## src/rtl/codificador_pt2262.sv

```systemverilog
// codificador_pt2262 -- PT2262-style transmit encoder.
//
// Serialises an 8-position trinary address (0/1/F) and a 4-bit data nibble
// into the PT2262 pulse-width code, then appends a sync bit. Bit timing is
// built from an internal oscillator tick (OSC_DIV clk cycles per tick).
//
// Ports:
//   clk        system clock
//   reset      asynchronous, active-low reset
//   A_V[7:0]   address value per position (used when A_F[i] = 0)
//   A_F[7:0]   floating flag per position (1 = trinary F)
//   D[3:0]     data nibble, sent MSB first
//   te         transmit enable
//   cod_o      encoded serial output (registered)
//   busy       high while a word is in flight
//   word_done  one-cycle pulse on the last cycle of each sync bit
//
// Internal state runs one clk ahead of the registered outputs, so the first
// high cycle of A0 appears on the edge after te is sampled.

module codificador_pt2262 #(
  parameter int OSC_DIV = 250
) (
  input  logic       clk,
  input  logic       reset,
  input  logic [7:0] A_V,
  input  logic [7:0] A_F,
  input  logic [3:0] D,
  input  logic       te,
  output logic       cod_o,
  output logic       busy,
  output logic       word_done
);

  localparam int PW = (OSC_DIV > 2) ? $clog2(OSC_DIV) : 1;

  typedef enum logic [1:0] {IDLE, ADDR, DATA, SYNC} state_t;

  state_t        state, state_nxt;
  logic [PW-1:0] presc;
  logic          tick;
  logic [4:0]    t_bit;    // tick within a 32-tick bit
  logic [6:0]    t_sync;   // tick within the 128-tick sync
  logic [2:0]    idx;      // address position 0..7, then data bit 3..0
  logic [7:0]    a_v_q, a_f_q;
  logic [3:0]    d_q;
  logic          start, bit_end, sync_end;
  logic          sym_val, sym_f, long_pulse, cod_nxt;

  assign tick     = (presc == PW'(OSC_DIV - 1));
  assign bit_end  = tick && (t_bit == 5'd31);
  assign sync_end = tick && (t_sync == 7'd127);

  // State register.
  // NOTE: sequential blocks use non-blocking assignments so every register
  // samples pre-edge values, independent of statement order.
  always_ff @(posedge clk or negedge reset) begin
    if (!reset) state <= IDLE;
    else        state <= state_nxt;
  end

  // Next-state logic. start marks the cycle in which inputs are latched.
  // NOTE: every signal written here gets a default first, so no path can
  // leave it unassigned and infer a latch.
  always_comb begin
    state_nxt = state;
    start     = 1'b0;
    case (state)
      IDLE: if (te) begin
        state_nxt = ADDR;
        start     = 1'b1;
      end
      ADDR: if (bit_end && idx == 3'd7) state_nxt = DATA;
      DATA: if (bit_end && idx == 3'd0) state_nxt = SYNC;
      SYNC: if (sync_end) begin
        if (te) begin
          state_nxt = ADDR;
          start     = 1'b1;
        end else begin
          state_nxt = IDLE;
        end
      end
      default: state_nxt = IDLE;
    endcase
  end

  // Prescaler, bit/sync counters, position index and shadow registers.
  // NOTE: the shadow registers are small flops, not a memory array, and
  // must read as zero after reset, so they sit on the async reset too.
  always_ff @(posedge clk or negedge reset) begin
    if (!reset) begin
      presc  <= '0;
      t_bit  <= '0;
      t_sync <= '0;
      idx    <= '0;
      a_v_q  <= '0;
      a_f_q  <= '0;
      d_q    <= '0;
    end else if (start) begin
      // Clearing the prescaler aligns every bit edge to the word start.
      presc  <= '0;
      t_bit  <= '0;
      t_sync <= '0;
      idx    <= '0;
      a_v_q  <= A_V;
      a_f_q  <= A_F;
      d_q    <= D;
    end else if (state != IDLE) begin
      presc <= tick ? '0 : presc + 1'b1;
      if (tick) begin
        // Both counters wrap naturally, so each phase starts from zero.
        if (state == SYNC) t_sync <= t_sync + 1'b1;
        else               t_bit  <= t_bit + 1'b1;
      end
      if (state == ADDR && bit_end) idx <= (idx == 3'd7) ? 3'd3 : idx + 1'b1;
      if (state == DATA && bit_end) idx <= idx - 1'b1;
    end
  end

  // Pulse shaping: F is short then long; 0 is short,short; 1 is long,long.
  always_comb begin
    sym_val = 1'b0;
    sym_f   = 1'b0;
    cod_nxt = 1'b0;
    if (state == ADDR) begin
      sym_val = a_v_q[idx];
      sym_f   = a_f_q[idx];
    end else if (state == DATA) begin
      sym_val = d_q[idx[1:0]];
    end
    long_pulse = sym_f ? t_bit[4] : sym_val;
    case (state)
      ADDR, DATA: cod_nxt = long_pulse ? (t_bit[3:0] < 4'd12) : (t_bit[3:0] < 4'd4);
      SYNC:       cod_nxt = (t_sync < 7'd4);
      default:    cod_nxt = 1'b0;
    endcase
  end

  // Registered outputs: glitch-free and one clk behind the internal state.
  always_ff @(posedge clk or negedge reset) begin
    if (!reset) begin
      cod_o     <= 1'b0;
      busy      <= 1'b0;
      word_done <= 1'b0;
    end else begin
      cod_o     <= cod_nxt;
      busy      <= (state != IDLE);
      word_done <= (state == SYNC) && sync_end;
    end
  end

endmodule
```

## config.mk

```make
export PLATFORM = sky130hd
export DESIGN_NAME = codificador_pt2262
export DESIGN_NICKNAME = d
export VERILOG_FILES = /design/src/rtl/codificador_pt2262.sv
export SDC_FILE = /design/constraint.sdc
export NUM_CORES = 1
export LEC_CHECK = 0
export BUFFER_PORTS_ARGS = -buffer_cell sky130_fd_sc_hd__buf_2
export CORE_AREA = 2 2 85 66
export CTS_CLUSTER_DIAMETER = 120
export CTS_CLUSTER_SIZE = 10
export DETAILED_ROUTE_END_ITERATION = 12
export DIE_AREA = 0 0 87 68
export PLACE_DENSITY = 0.74
export RECOVER_POWER = 50
export SLEW_MARGIN = 20
export SYNTH_ARGS = -nofsm -noshare
export SYNTH_HDL_FRONTEND = slang
export SYNTH_SLANG_ARGS = --single-unit
```

## constraint.sdc

```tcl
create_clock -name clk -period 2.05 [get_ports clk]
set_input_delay 0.1025 -clock clk [delete_from_list [all_inputs] [get_ports clk]]
set_output_delay 0.1025 -clock clk [all_outputs]
set_load 0.01 [all_outputs]
```

==> results.cfg <==
[floorplan]
io-pin-count = 26
row_count = 23
initial_core_util = 0.509
die_h_um = 68
die_w_um = 87
core_area_sq_um = 5150
dieArea_sq_um = 5920

[final_layout]
stdcell_count = 431
antennaDiodeCount = 0
postLayoutCoreUtil = 0.723
drive_above_1_share = 0.363
nFillCells = 332
layout.nets = 405
register_area_sq_um = 1200
area_delta_synth_final_pct = 42.1
multi_input_area_sq_um = 1530

[run]
drv_cap = 0

[synthesis]
ys_warn_count = 0
syn_inst = 277
netlist_top_cells_area = dfrtp_1 (46%), nand2_1 (9.7%), ha_1 (6.7%), mux4_2 (2.6%), nor2_1 (2.4%)
synth_top_cell_by_area = dfrtp_1
async_flop_share = 1.00
ys_types = 56
avgSynthCellArea_sq_um = 9.46
synth_seq_cells = 48
synth_area_sq_um = 2620
synth_edf_count = 0
ys.flop_type = dfrtp_1
syn-num-nets = 314
yosysSeqAreaShare = 0.458
synth_top_area_frac = 0.458

[routing]
vias_per_cell = 5.76
firstDrtPassIters = 4
drt_iter0_drc = 140
ant_nets = 0
vias = 2481
wl_um = 7260
drc = 0
drt-wirelength-per-cell_um = 16.8

[global_route]
grt_pass1_vias = 2227
antenna_found_initial = 0
grt_pass1_wl_um = 10900
grt_usage = 0.240
grt_max_degree = 29
gr-total-overflow = 0

[sta]
fin_skew_ps = 5.78
slew-limit-headroom = 0.246
rsz0062_at_grt = true
setup_viol = 30
period_needed_ps = 2160
setup_slack_ps = -107
slew_violations = 0
fin_crit_sh = 1.05
worstMarginPinSlew_ps = 1130
max_freq_ghz = 0.464
finalHoldViolCount = 0

[critical_path]
reg2reg_to = t_bit[3]
end_kind = register
cp.arrival_ps = 2350
critPathKind = reg -> reg
startpoint = presc[1]
worstPathRequired_ps = 2250
worst_setup_path_start_kind = register
r2r_cells = 9
crit_path_max_fanout = 4
reg2reg_slack_ps = -110
r2r_start = presc[1]

[outcome]
failed_checks = setup timing
status = complete, but fails checks

[cts]
cts_root_buf = clkbuf_8
cts_tree = built
numCtsBuffers = 5
path_clk_slew_ps = 90
h-tree-depth = 2
clk_latency_ps = 300
clockBufferDepth = 2
cts.sinks = 48

[min_path]
min_path_cells = 3
hold_path.class = in -> reg
min_to = a_v_q[3]
min-delay-start = A_V[3]

[place]
port_buffers = 25
hpwl_um = 4710
place_congestion = 0.951
placed_cells = 396

[power_and_ir_drop]
power_density_nw_per_um2 = 587
p_leak_nw = 1.78
ir_drop_mv = 0.384
==> Yosys cell counts, drive strengths merged (3+ instances only) <==
cell type	instances
a21oi	6
a22o	4
and3	5
buf	5
clkbuf	6
dfrtp	48
ha	14
inv	15
mux4	3
nand2	68
nand2b	3
nand3	8
nand3b	3
nand4	6
nand4b	3
nor2	17
nor3	4
o21ai	9
xnor2	3
xor2	4
==> worst max-delay path, stage by stage (launching register included) <==
cell      delay, ps
dfrtp_1         410
inv_2            80
ha_4            120
nand3b_1        160
buf_6           180
nor4_4          360
a31o_2          300
buf_6           150
o21ai_2          60
a32o_1          210
==> cell families (layout without fill, tap and decap cells) <==
logic type	after synthesis	in the layout	synth area share
DFF	48	48	0.458
muxes	6	6	0.0382
AOI/OAI and AO/OA	45	45	0.128
and+or+nand+nor	131	131	0.246
buffers and inverters	26	118	0.0391
adders and majority gates	14	14	0.0668
xor gates and xnor gates	7	7	0.0234
==> what timing repair did <==
action / 4_1_cts / 5_1_grt
hold endpoints to repair: 35 / 0
setup buffers: 4 / 6
pin swaps: 4 / 36
gates resized for setup: 5 / 64
gates cloned: 0 / 1
hold buffers: 16 / 0
endpoints found under the setup margin: 5 / 42
==> power breakdown <==
part           leakage [nW]  total (W)  switching (W)  internal [W]
clock                0.0541   0.000696       0.000334      0.000361
combinational          1.15   0.000357       0.000166      0.000192
sequential            0.585    0.00113      0.0000959       0.00104
==> metal layers <==
metal | part of all wire | track usage | wire length [um] | vias to the layer above
met1 | 0.47 | 0.351 | 3410 | 1225
met4 | 0.0076 | 0.0605 | 55 | 0
met5 | 0 | 0 | 0 | -
li1 | - | - | - | 1154
met3 | 0.049 | 0.0434 | 358 | 8
met2 | 0.47 | 0.371 | 3430 | 94
==> through the flow <==
| stage | TNS (ps) | setup WS [ps] | total power, W | hold WS [ps] | instance area (sq um) |
|---|---|---|---|---|---|
| final | -1230 | -107 | 0.00219 | 13.6 | 3720 |
| after detailed placement | -168 | -98.1 | 0.00143 | 84.7 | 3120 |
| after global routing | -3570 | -159 | 0.00228 | 36.2 | 3720 |
| after floorplan | 0 | 17.8 | 0.00129 | -193 | 2630 |
| after global placement | 0 | 17.3 | 0.00142 | 87.1 | 3120 |
| after CTS | -4.87 | -4.87 | 0.00216 | 9.37 | 3440 |
==> cell type report <==
| class | instances | area share |
|---|---|---|
| clock buffer | 5 | 0.0185 |
| clock inverter | 3 | 0.0114 |
| inverter | 15 | 0.0151 |
| multi-input combinational | 203 | 0.410 |
| sequential | 48 | 0.322 |
| tap | 62 | 0.0208 |
| timing repair buffer | 95 | 0.201 |
==> registers in the layout, summed over array words and instances, names as in the netlist <==
signal	cells
idx	3
cod_o	1
t_sync	7
busy	1
d_q	4
a_v_q	8
a_f_q	8
word_done	1
state	2
presc	8
t_bit	5
==> worst max-delay path by stage <==
stage	depth (start not counted)	to
final	9	t_bit[3]
after global routing	9	idx[1]
after CTS	7	t_bit[3]
after detailed placement	7	idx[1]
after global placement	7	idx[1]
after floorplan	7	idx[1]
==> placed cells by master, fill, tap and decap left out, drive strengths merged, types with 8 or more instances in the layout <==
cell type    instances
buf                 73
clkbuf              11
dfrtp               48
dlygate4sd3         16
ha                  14
inv                 15
nand2               68
nand3                8
nor2                17
o21ai                9
Note: power is estimated with default switching activity, not from simulation.
